===== config.mk =====
export PLATFORM = sky130hd
export DESIGN_NAME = frame_demux_i32_o320
export DESIGN_NICKNAME = d
export VERILOG_FILES = /design/src/rtl/frame_demux_i32_o320.sv
export SDC_FILE = /design/constraint.sdc
export NUM_CORES = 1
export LEC_CHECK = 0
export BUFFER_PORTS_ARGS = -buffer_cell sky130_fd_sc_hd__buf_2
export CAP_MARGIN = 10
export CORE_MARGIN = 4
export CORE_UTILIZATION = 63
export CTS_CLUSTER_SIZE = 12
export DETAILED_ROUTE_END_ITERATION = 10
export PLACE_DENSITY = 0.91
export SKIP_CTS_REPAIR_TIMING = 1
export SLEW_MARGIN = 40
export SYNTH_ARGS = -nofsm -noshare
export SYNTH_HDL_FRONTEND = slang
export SYNTH_SLANG_ARGS = --single-unit

===== constraint.sdc =====
create_clock -name CLK -period 4.29 [get_ports CLK]
set_input_delay 0.2145 -clock CLK [delete_from_list [all_inputs] [get_ports CLK]]
set_output_delay 0.2145 -clock CLK [all_outputs]
set_load 0.02 [all_outputs]

===== src/rtl/frame_demux_i32_o320.sv =====
// frame_demux_i32_o320: gathers WORDS 32-bit FIFO words into one WIDTH-bit frame
// and hands it downstream on valid/ready. Optional checker macro: TRI_CHECK_EN.
module frame_demux_i32_o320 #(
    parameter int BATCHSIZE = 10,
    parameter int BATCHNUM  = 32,
    parameter int WIDTH     = BATCHSIZE * BATCHNUM,
    parameter int WORDS     = WIDTH / 32
) (
    input  logic             CLK,
    input  logic             RST,
    input  logic [7:0]       rd_data_count,
    input  logic [31:0]      fifo_out,
    input  logic             fifo_dout_valid,
    output logic             fifo_rd,
    output logic [WIDTH-1:0] DOUT,
    output logic             frame_valid,
    input  logic             frame_ready,
    output logic             stray
`ifdef TRI_CHECK_EN
    ,
    output logic             chk_err,
    output logic [15:0]      chk_cnt
`endif
);

    localparam int WC_W = $clog2(WORDS + 1);

    typedef enum logic [1:0] {
        S_IDLE,
        S_FETCH,
        S_DRAIN,
        S_FULL
    } state_t;

    state_t           r_state;
    state_t           w_state_nxt;
    logic [WC_W-1:0]  r_rq;
    logic [WC_W-1:0]  r_wc;
    logic [WC_W-1:0]  w_wc_nxt;
    logic [WIDTH-1:0] r_asm;
    logic [WIDTH-1:0] w_asm_nxt;
    logic [WIDTH-1:0] w_load_data;
    logic             w_capture;
    logic             w_done;
    logic             w_out_free;
    logic             w_load;
    logic             w_busy;

    assign w_busy     = (r_state == S_FETCH) || (r_state == S_DRAIN);
    assign w_capture  = fifo_dout_valid && w_busy && (r_wc < WC_W'(WORDS));
    assign w_wc_nxt   = r_wc + {{(WC_W-1){1'b0}}, w_capture};
    // Completion is seen in the same cycle the last word lands, so the
    // frame can move straight to DOUT without an extra bubble.
    assign w_done     = (r_state == S_DRAIN) && (w_wc_nxt == WC_W'(WORDS));
    assign w_out_free = !frame_valid || frame_ready;
    assign w_load     = (w_done && w_out_free) ||
                        ((r_state == S_FULL) && frame_ready);
    assign w_load_data = (r_state == S_FULL) ? r_asm : w_asm_nxt;

    // Assembly register view with the current word merged in
    always_comb begin
        w_asm_nxt = r_asm;
        for (int i = 0; i < WORDS; i++) begin
            if (w_capture && (r_wc == WC_W'(i))) begin
                w_asm_nxt[32*i +: 32] = fifo_out;
            end
        end
    end

    // FSM state register
    always_ff @(posedge CLK or negedge RST) begin
        if (!RST) begin
            r_state <= S_IDLE;
        end else begin
            r_state <= w_state_nxt;
        end
    end

    // FSM next-state logic
    always_comb begin
        w_state_nxt = r_state;
        unique case (r_state)
            S_IDLE: begin
                if (rd_data_count >= 8'(WORDS)) begin
                    w_state_nxt = S_FETCH;
                end
            end
            S_FETCH: begin
                if (r_rq == WC_W'(WORDS - 1)) begin
                    w_state_nxt = S_DRAIN;
                end
            end
            S_DRAIN: begin
                if (w_done) begin
                    w_state_nxt = w_out_free ? S_IDLE : S_FULL;
                end
            end
            S_FULL: begin
                if (frame_ready) begin
                    w_state_nxt = S_IDLE;
                end
            end
            default: w_state_nxt = S_IDLE;
        endcase
    end

    // FSM outputs: reads are issued only while fetching
    always_comb begin
        fifo_rd = (r_state == S_FETCH);
    end

    // Request and capture counters
    always_ff @(posedge CLK or negedge RST) begin
        if (!RST) begin
            r_rq <= '0;
            r_wc <= '0;
        end else begin
            if ((r_state == S_FETCH) && (r_rq != WC_W'(WORDS - 1))) begin
                r_rq <= r_rq + 1'b1;
            end else begin
                r_rq <= '0;
            end
            if (w_state_nxt == S_IDLE) begin
                r_wc <= '0;
            end else begin
                r_wc <= w_wc_nxt;
            end
        end
    end

    // Assembly register captures each incoming word in place
    always_ff @(posedge CLK or negedge RST) begin
        if (!RST) begin
            r_asm <= '0;
        end else if (w_capture) begin
            r_asm <= w_asm_nxt;
        end
    end

    // Output frame register and valid flag
    always_ff @(posedge CLK or negedge RST) begin
        if (!RST) begin
            DOUT        <= '0;
            frame_valid <= 1'b0;
        end else if (w_load) begin
            DOUT        <= w_load_data;
            frame_valid <= 1'b1;
        end else if (frame_valid && frame_ready) begin
            frame_valid <= 1'b0;
        end
    end

    // Sticky flag for data arriving when no frame is being gathered
    always_ff @(posedge CLK or negedge RST) begin
        if (!RST) begin
            stray <= 1'b0;
        end else if (fifo_dout_valid &&
                     ((r_state == S_IDLE) || (r_state == S_FULL))) begin
            stray <= 1'b1;
        end
    end

`ifdef TRI_CHECK_EN
    logic                 w_chk_bad;
    logic [BATCHSIZE:0]   w_ch_new;
    logic [BATCHSIZE:0]   w_ch_old;
    logic                 r_chk_armed;

    // Each channel must step by exactly one against the previous frame;
    // the extra bit keeps 1023->0 from looking like a step.
    always_comb begin
        w_chk_bad = 1'b0;
        w_ch_new  = '0;
        w_ch_old  = '0;
        for (int k = 0; k < BATCHNUM; k++) begin
            w_ch_new = {1'b0, w_load_data[BATCHSIZE*k +: BATCHSIZE]};
            w_ch_old = {1'b0, DOUT[BATCHSIZE*k +: BATCHSIZE]};
            if ((w_ch_new != w_ch_old + (BATCHSIZE+1)'(1)) &&
                (w_ch_old != w_ch_new + (BATCHSIZE+1)'(1))) begin
                w_chk_bad = 1'b1;
            end
        end
    end

    // Error flag and saturating per-frame error count
    always_ff @(posedge CLK or negedge RST) begin
        if (!RST) begin
            r_chk_armed <= 1'b0;
            chk_err     <= 1'b0;
            chk_cnt     <= '0;
        end else if (w_load) begin
            r_chk_armed <= 1'b1;
            if (r_chk_armed && w_chk_bad) begin
                chk_err <= 1'b1;
                if (chk_cnt != 16'hFFFF) begin
                    chk_cnt <= chk_cnt + 16'd1;
                end
            end
        end
    end
`endif

endmodule


# Yosys cells after proc, flatten, opt, wreduce, memory -nomap -nowiden
# Index checks and enable logic that the tools add are counted.
# totals
ramBits	0
in_bits	44
elab_cells	74
romBits	0
reg_bits	652
output_inout_bits	323
n_memories	0
latchBits	0
# op_classes
n_div	0
n_mux	21
mul	0
order_cmp	2
n_reduce_logical	27
n_shift	0
n_eq_ne	15
add_sub_neg	2
n_bitwise	0
# op_table
op	count
32-bit 2-to-1 mux	10
320-bit 2-to-1 mux	1
1-bit logical AND	18
4-bit by 3-bit equality test with 1-bit output, second input constant	4
4-bit equality test, second input constant	4
2-bit 2-to-1 mux	5
4-bit by 2-bit equality test with 1-bit output, second input constant	2
8-bit by 4-bit >= comparator with 1-bit output, second input constant	1
4-bit 2-to-1 mux	2
2-bit one-hot mux with 4 select lines	1
4-bit by 1-bit adder with 4-bit output	1
4-bit by 1-bit adder with 4-bit output, second input constant	1
2-bit equality test, second input constant	2
4-bit by 1-bit equality test with 1-bit output, second input constant	1
2-bit zero test	2
4-bit zero test	1
1-bit logical OR	4
4-bit < comparator, second input constant	1
4-bit inequality test, second input constant	1
2-bit by 1-bit equality test with 1-bit output, second input constant	1
1-bit 2-to-1 mux	2
2-bit nonzero test	1
1-bit zero test	1

# Depth between registers and ports, before layout
# Gate-level depths: netlist (run 1).
# logic_depth
depth_word	11
depth_mapped	13
ltp_nobuf	11

# Least setup slack after synthesis (run 1)
# Ideal clock, no wire load.
# synth_timing
kind	register -> register
from	register r_state[1]
to	register DOUT[290]
arrival_time_ns	2.661
stages_incl_launch_ff	14
period_less_slack_ns	2.785
setup_slack_ns	1.505
path_buffers	2
path_cell_list	dfrtp_1 -> inv_1 -> ha_1 -> nand2_1 -> a21oi_1 -> ha_1 -> ha_1 -> xnor2_1 -> and3b_1 -> o2111ai_1 -> nand2_1 -> buf_2 -> buf_2 -> mux2_2
# synth_via
elab_chain_cells	9
word_cells_on_any_way	15
# synth_rtl
item	line	rtl
start, declared	35	state_t r_state;
start signal, assigned	75	r_state <= w_state_nxt;
2-bit by 1-bit equality test with 1-bit output or 2-bit equality test (tied branches)	49	assign w_busy = (r_state == S_FETCH) || (r_state == S_DRAIN);
1-bit logical OR (*)	49	
1-bit logical AND (*) (2 in a row)	50	assign w_capture = fifo_dout_valid && w_busy && (r_wc < WC_W'(WORDS));
net w_capture	43	logic w_capture;
4-bit by 1-bit adder with 4-bit output	51	assign w_wc_nxt = r_wc + {{(WC_W-1){1'b0}}, w_capture};
4-bit equality test	54	assign w_done = (r_state == S_DRAIN) && (w_wc_nxt == WC_W'(WORDS));
1-bit logical AND	54	
1-bit logical AND	56	assign w_load = (w_done && w_out_free) ||
1-bit logical OR	56	
end signal, assigned	146	DOUT <= w_load_data;
end, declared	15	output logic [WIDTH-1:0] DOUT,
# Mark *: on every way through the listed nets, which the timed path passes. The rest lies on a longest branch.
# A chain may end at the register's enable or synchronous reset.

# Worst setup path in the final report (run 1)
# layout_timing
from	register r_state[1]
to	register DOUT[93]
# Same word-level chain as after synthesis.

==> results.cfg, run 1 <==
[outcome]
status = completed

[routing]
antenna_left = 0
first_pass_iters = 5
num_vias = 17100
drt_iter0_markers = 932
drcViolationCount = 0
vias_per_cell = 6.08
wirelength_um = 72500
wl_per_cell_um = 25.8

[cells_and_area]
diodes = 0
area.growth.synth_to_final_pct = 15.5
final_layout_size_suffix_gt1_frac = 0.604
final_core_util = 0.741
nNetsFinal = 2237
fin_cells = 2808
final_cell_area_um2 = 33000

[critical_path]
cp-end-kind = register
cp-start-kind = register
required_ns = 4.75
crit_path_max_fanout = 31
crit_type = register to register
critical_path_arrival_ns = 4.14

[synth]
yosysMostFrequentCell = mux2_2
synth_edf_count = 0
synth.cell_area_um2 = 28600
synth_seq_area_share = 0.571
synth_flop_cell = dfrtp_1
synthTopCellsByCount = mux2_2 (821), dfrtp_1 (652), mux2_1 (140), clkbuf_1 (78), buf_2 (72)
yosys.area.top_type = dfrtp_1
async_flop_share = 1.00
syn_avg_cell_area_um2 = 15.3
yosysTopAreaCellShare = 0.571
ys_ff_latch = 652
netlist_instances = 1869
netlist_top_cells_area = dfrtp_1 (57%), mux2_2 (32%), mux2_1 (5.5%)
syn_nets = 1921
ys_warn_count = 0
ys_types = 42

[global_routing]
grt_max_degree = 126
grt_pass1_vias = 18900
grt-ovfl-total = 0
grt_pass1_wl_um = 113000
track_usage = 0.293
antenna_found_initial = 2

[power]
intPower_mw = 15.1
p_clk_frac = 0.241
ir_worst_vdd_mv = 0.579
switching_share = 0.336
p_total_mw = 22.7
seqPwrFrac = 0.427
combPwrFrac = 0.332
leakage_nw = 16.8
p_sw_mw = 7.63
powerDensity_nw_per_um2 = 689

[clocking]
numCtsBuffers = 67
clock_path_buffers = 3
root_buffer = clkbuf_16
cts_htree_levels = 3
clock-sinks = 652
worstSkewPairLatency_ns = 0.58
clkTransAtPathRegs_ns = 0.06
cts_tree = done

[sta]
max_clock_freq_ghz = 0.271
finalCriticalPeriod_ns = 3.68
hold_ws_ns = 0.110
slew_headroom = 0.465
finalCritPeriodShare = 0.859
rsz0062_at_grt = no
setup_tns_ns = 0
timing.final.ws_setup_ns = 0.606
clock_skew_ns = 0.0170
hold_viol = 0
finalMaxSlewViolations = 0
worst_pin_slew_ns = 0.795
setup_viol = 0

[placement]
placed_cells = 2705
place_area_um2 = 30900
place_ws_ns = 0.669
dp_hpwl_um = 44300
io_buffers = 365
gp_congestion = 0.810

[floorplan]
coreArea_um2 = 44500
ioPinCount = 367
fp-row-count = 77
start_util = 0.642
die_area_um2 = 48800
die_h_um = 221
die_x_um = 221

[job]
maxCapViolations = 0

[min_path]
min_path_type = input pin to asynchronous set/reset pin
[registers in the layout, indices dropped and copies added, names as in the netlist]
| signal | flops |
|---|---|
| r_asm | 320 |
| r_rq | 4 |
| r_wc | 4 |
| r_state | 2 |
| DOUT | 320 |
| stray | 1 |
| frame_valid | 1 |
[layout by cell type (no fill, tap or decap), types with 6 or more instances in the layout]
master | Yosys | final
ha_1 | 8 | 7
clkbuf_1 | 78 | 18
nand2_1 | 10 | 9
mux2_1 | 140 | 140
clkbuf_16 | 0 | 73
nor2_1 | 7 | 6
mux2_2 | 821 | 821
inv_1 | 9 | 9
buf_12 | 0 | 13
buf_2 | 72 | 364
buf_4 | 9 | 32
dfrtp_1 | 652 | 652
[cells by family (layout without fill, tap and decap cells)]
group	count (synthesis)	in the layout	share of synthesized area
muxes	961	961	0.379
DFF	652	652	0.571
buffers and inverters	176	523	0.0290
and+or+nand+nor	53	53	0.0119
AOI/OAI and AO/OA	16	16	0.00412
adders and majority gates	8	8	0.00351
xor gates and xnor gates	3	3	0.00118
[layer usage]
metal,wire length (um),GRT usage
met5,11,0
met4,2570,0.108
met3,3800,0.0554
met2,36400,0.498
met1,29700,0.382
[power by group through the flow]
stage	Combinational (mW)	Sequential (mW)	Clock, mW
5_1_grt	8.05	9.90	5.83
6_report	7.55	9.72	5.49
4_1_cts	7.61	9.67	5.56
2_1_floorplan	3.79	10.7	0
3_3_place_gp	7.18	9.53	0
3_5_place_dp	7.50	9.72	0
[cell type report]
cell class / count / area (um^2)
multi-input combinational: 1041 / 11500
sequential: 652 / 16300
fill: 2665 / 11500
clock inverter: 4 / 48.8
inverter: 10 / 37.5
timing repair buffer: 413 / 2380
clock buffer: 96 / 1960
tap: 592 / 741
[worst max-delay path, stage by stage, from the launching register on]
cell       delay, ns
dfrtp_1         0.45
inv_1           0.10
ha_1            0.34
nand2_1         0.15
a21oi_1         0.06
ha_1            0.22
ha_1            0.21
xnor2_1         0.18
and3b_1         0.31
o2111ai_1       0.23
nand2_4         0.43
buf_4           0.48
mux2_2          0.40
[worst paths after layout]
| path | slack, ns | startpoint | endpoint | cells after the start |
|---|---|---|---|---|
| worst max-delay path | 0.61 | r_state[1] | DOUT[93] | 12 |
| worst min-delay path | 0.11 | RST | DOUT[22] | 2 |
| min in group CLK | 0.15 | fifo_out[8] | r_asm[200] | 2 |
| worst max register to register | 0.61 | r_state[1] | DOUT[93] | 12 |
| max in group asynchronous | 3.09 | RST | r_asm[214] | 4 |
| worst min register to register | 0.48 | DOUT[125] | DOUT[125] | 1 |
Note: power is estimated with default switching activity, not from simulation.
==> run 2, diff against run 1 <==
CORE_MARGIN = 2   (was 4)
==> run 2 against run 1 <==
Utilization shrank 0.96 points. Non-clock buffer count grew 5. Fmax decreased by 0.42%. Worst setup slack lost 0.016 ns. Sequential power down 0.6%. Register-to-register slack worse by 0.02 ns. Clock-buffer cell count up 2. Sequential cell count unchanged. Clock power decreased by 2%. Die area shrank 3.6%. Sequential share of layout area about the same. First-iteration DRC count rose by 2.4%. Largest cell class unchanged.
==> results.cfg, run 2 (synthesized netlist as in run 1, its figures left out) <==
[clocking]
numCtsBuffers = 68
cts_htree_levels = 3
root_buffer = clkbuf_16
cts_tree = done
worstSkewPairLatency_ns = 0.59
clock_path_buffers = 3
clock-sinks = 652
clkTransAtPathRegs_ns = 0.06

[cells_and_area]
final_cell_area_um2 = 33000
final-seq-area_um2 = 16300
multi_input_area_um2 = 11500
nNetsFinal = 2243
reg_top3 = DOUT x320, r_asm x320
final_cell_mix = mux2_2 (821), dfrtp_1 (652), buf_2 (364), mux2_1 (140), clkbuf_16 (69)
fillCellCount = 2776
area.growth.synth_to_final_pct = 15.5
layout_commonest_cell = mux2_2
fin_cells = 2827
final_layout_size_suffix_gt1_frac = 0.603

[floorplan]
ioPinCount = 367
fp-row-count = 78
die_area_um2 = 47000
die_x_um = 217
start_util = 0.633
coreArea_um2 = 45100
die_h_um = 217

[critical_path]
crit_path_max_fanout = 33
cpMostUsedCell = ha_1
critical_path_arrival_ns = 4.16
cp-endpoint = DOUT[313]
critPathTopFamily = simple AND/OR/NAND/NOR gates
slowest_stage = nand2_4
r2r_slack_ns = 0.59
rr_startpoint = r_state[1]
cp-start-kind = register
worst-path-buf-inv = 2
crit_type = register to register
crit_start = r_state[1]
cp-end-kind = register
critPathMaxStageDelay_ns = 0.54
worstRegToRegCells = 12
path_cells = inv_1, ha_1, nand2_1, a21oi_1, ha_1, ha_1, xnor2_1, and3b_1, o2111ai_1, nand2_4, buf_4, mux2_1
required_ns = 4.75
crit_cells = 12
r2r_end = DOUT[313]

[outcome]
status = completed

[global_routing]
grt_pass1_vias = 18300
grt_pass1_wl_um = 108000
track_usage = 0.302
antenna_found_initial = 1
grt_max_degree = 117
grt-ovfl-total = 0

[routing]
vias_per_cell = 6.00
wl_per_cell_um = 25.0
drcViolationCount = 0
wirelength_um = 70700
first_pass_iters = 5
antenna_left = 0
num_vias = 17000
drt_iter0_markers = 954

[sta]
setup_viol = 0
finalCriticalPeriod_ns = 3.70
hold_viol = 0
finalMaxSlewViolations = 0
hold_ws_ns = 0.0986
max_clock_freq_ghz = 0.270
rsz0062_at_grt = no
finalCritPeriodShare = 0.862
clock_skew_ns = 0.0143
worst_pin_slew_ns = 0.803
slew_headroom = 0.460
setup_tns_ns = 0

[placement]
placed_cells = 2718
io_buffers = 365
place_area_um2 = 31000
dp_hpwl_um = 43700
gp_congestion = 0.815

[power]
p_total_mw = 22.6
leakage_nw = 16.8
powerDensity_nw_per_um2 = 684
ir_worst_vdd_mv = 0.459

[min_path]
min_path_type = input pin to asynchronous set/reset pin

[job]
maxCapViolations = 0
-- run 2: changes by cell type in the layout (fill, tap and decap cells not counted), sizes merged --
cell	change
buf	+5
bufinv	-1
clkbuf	+2
clkinv	+1
diode	+1
inv	+3
-- run 2: metal layers --
metal,global-route usage,vias up,part of all wire,wire length (um)
met2,0.489,549,0.49,34300
li1,-,7283,-,-
met1,0.400,8947,0.42,29600
met4,0.133,0,0.043,3030
met3,0.0591,176,0.053,3780
met5,0,-,0,0
-- run 2: area by class of cell --
class | count | share of cell area
Sequential cell | 652 | 0.495
Multi-Input combinational cell | 1041 | 0.349
Timing Repair Buffer | 418 | 0.0738
Clock buffer | 98 | 0.0575
Tap cell | 600 | 0.0228
Clock inverter | 7 | 0.00148
Inverter | 10 | 0.00114
Antenna cell | 1 | 0.0000759
-- run 2: how the worst min path moves through the flow --
stage	slack, ns	end	cells after the start	start
after floorplan	-0.08	DOUT[0]	0	RST
after global placement	0.35	DOUT[314]	1	RST
after detailed placement	0.36	DOUT[314]	1	RST
after CTS	-0.27	DOUT[314]	1	RST
after global routing	0.11	DOUT[23]	2	RST
final	0.1	DOUT[314]	2	RST
-- run 2: metrics by stage --
stage	util	worst slack (ns)
final	0.732	0.590
after CTS	0.731	0.603
after detailed placement	0.687	0.632
after global placement	0.687	0.793
after global routing	0.732	0.323
after floorplan	-	1.50
-- run 2: power breakdown --
group | internal, mW | switching (mW) | leakage [nW] | total (mW)
logic | 3.59 | 3.97 | 7.18 | 7.56
clock network | 3.05 | 2.32 | 0.951 | 5.37
registers | 8.33 | 1.33 | 8.62 | 9.66
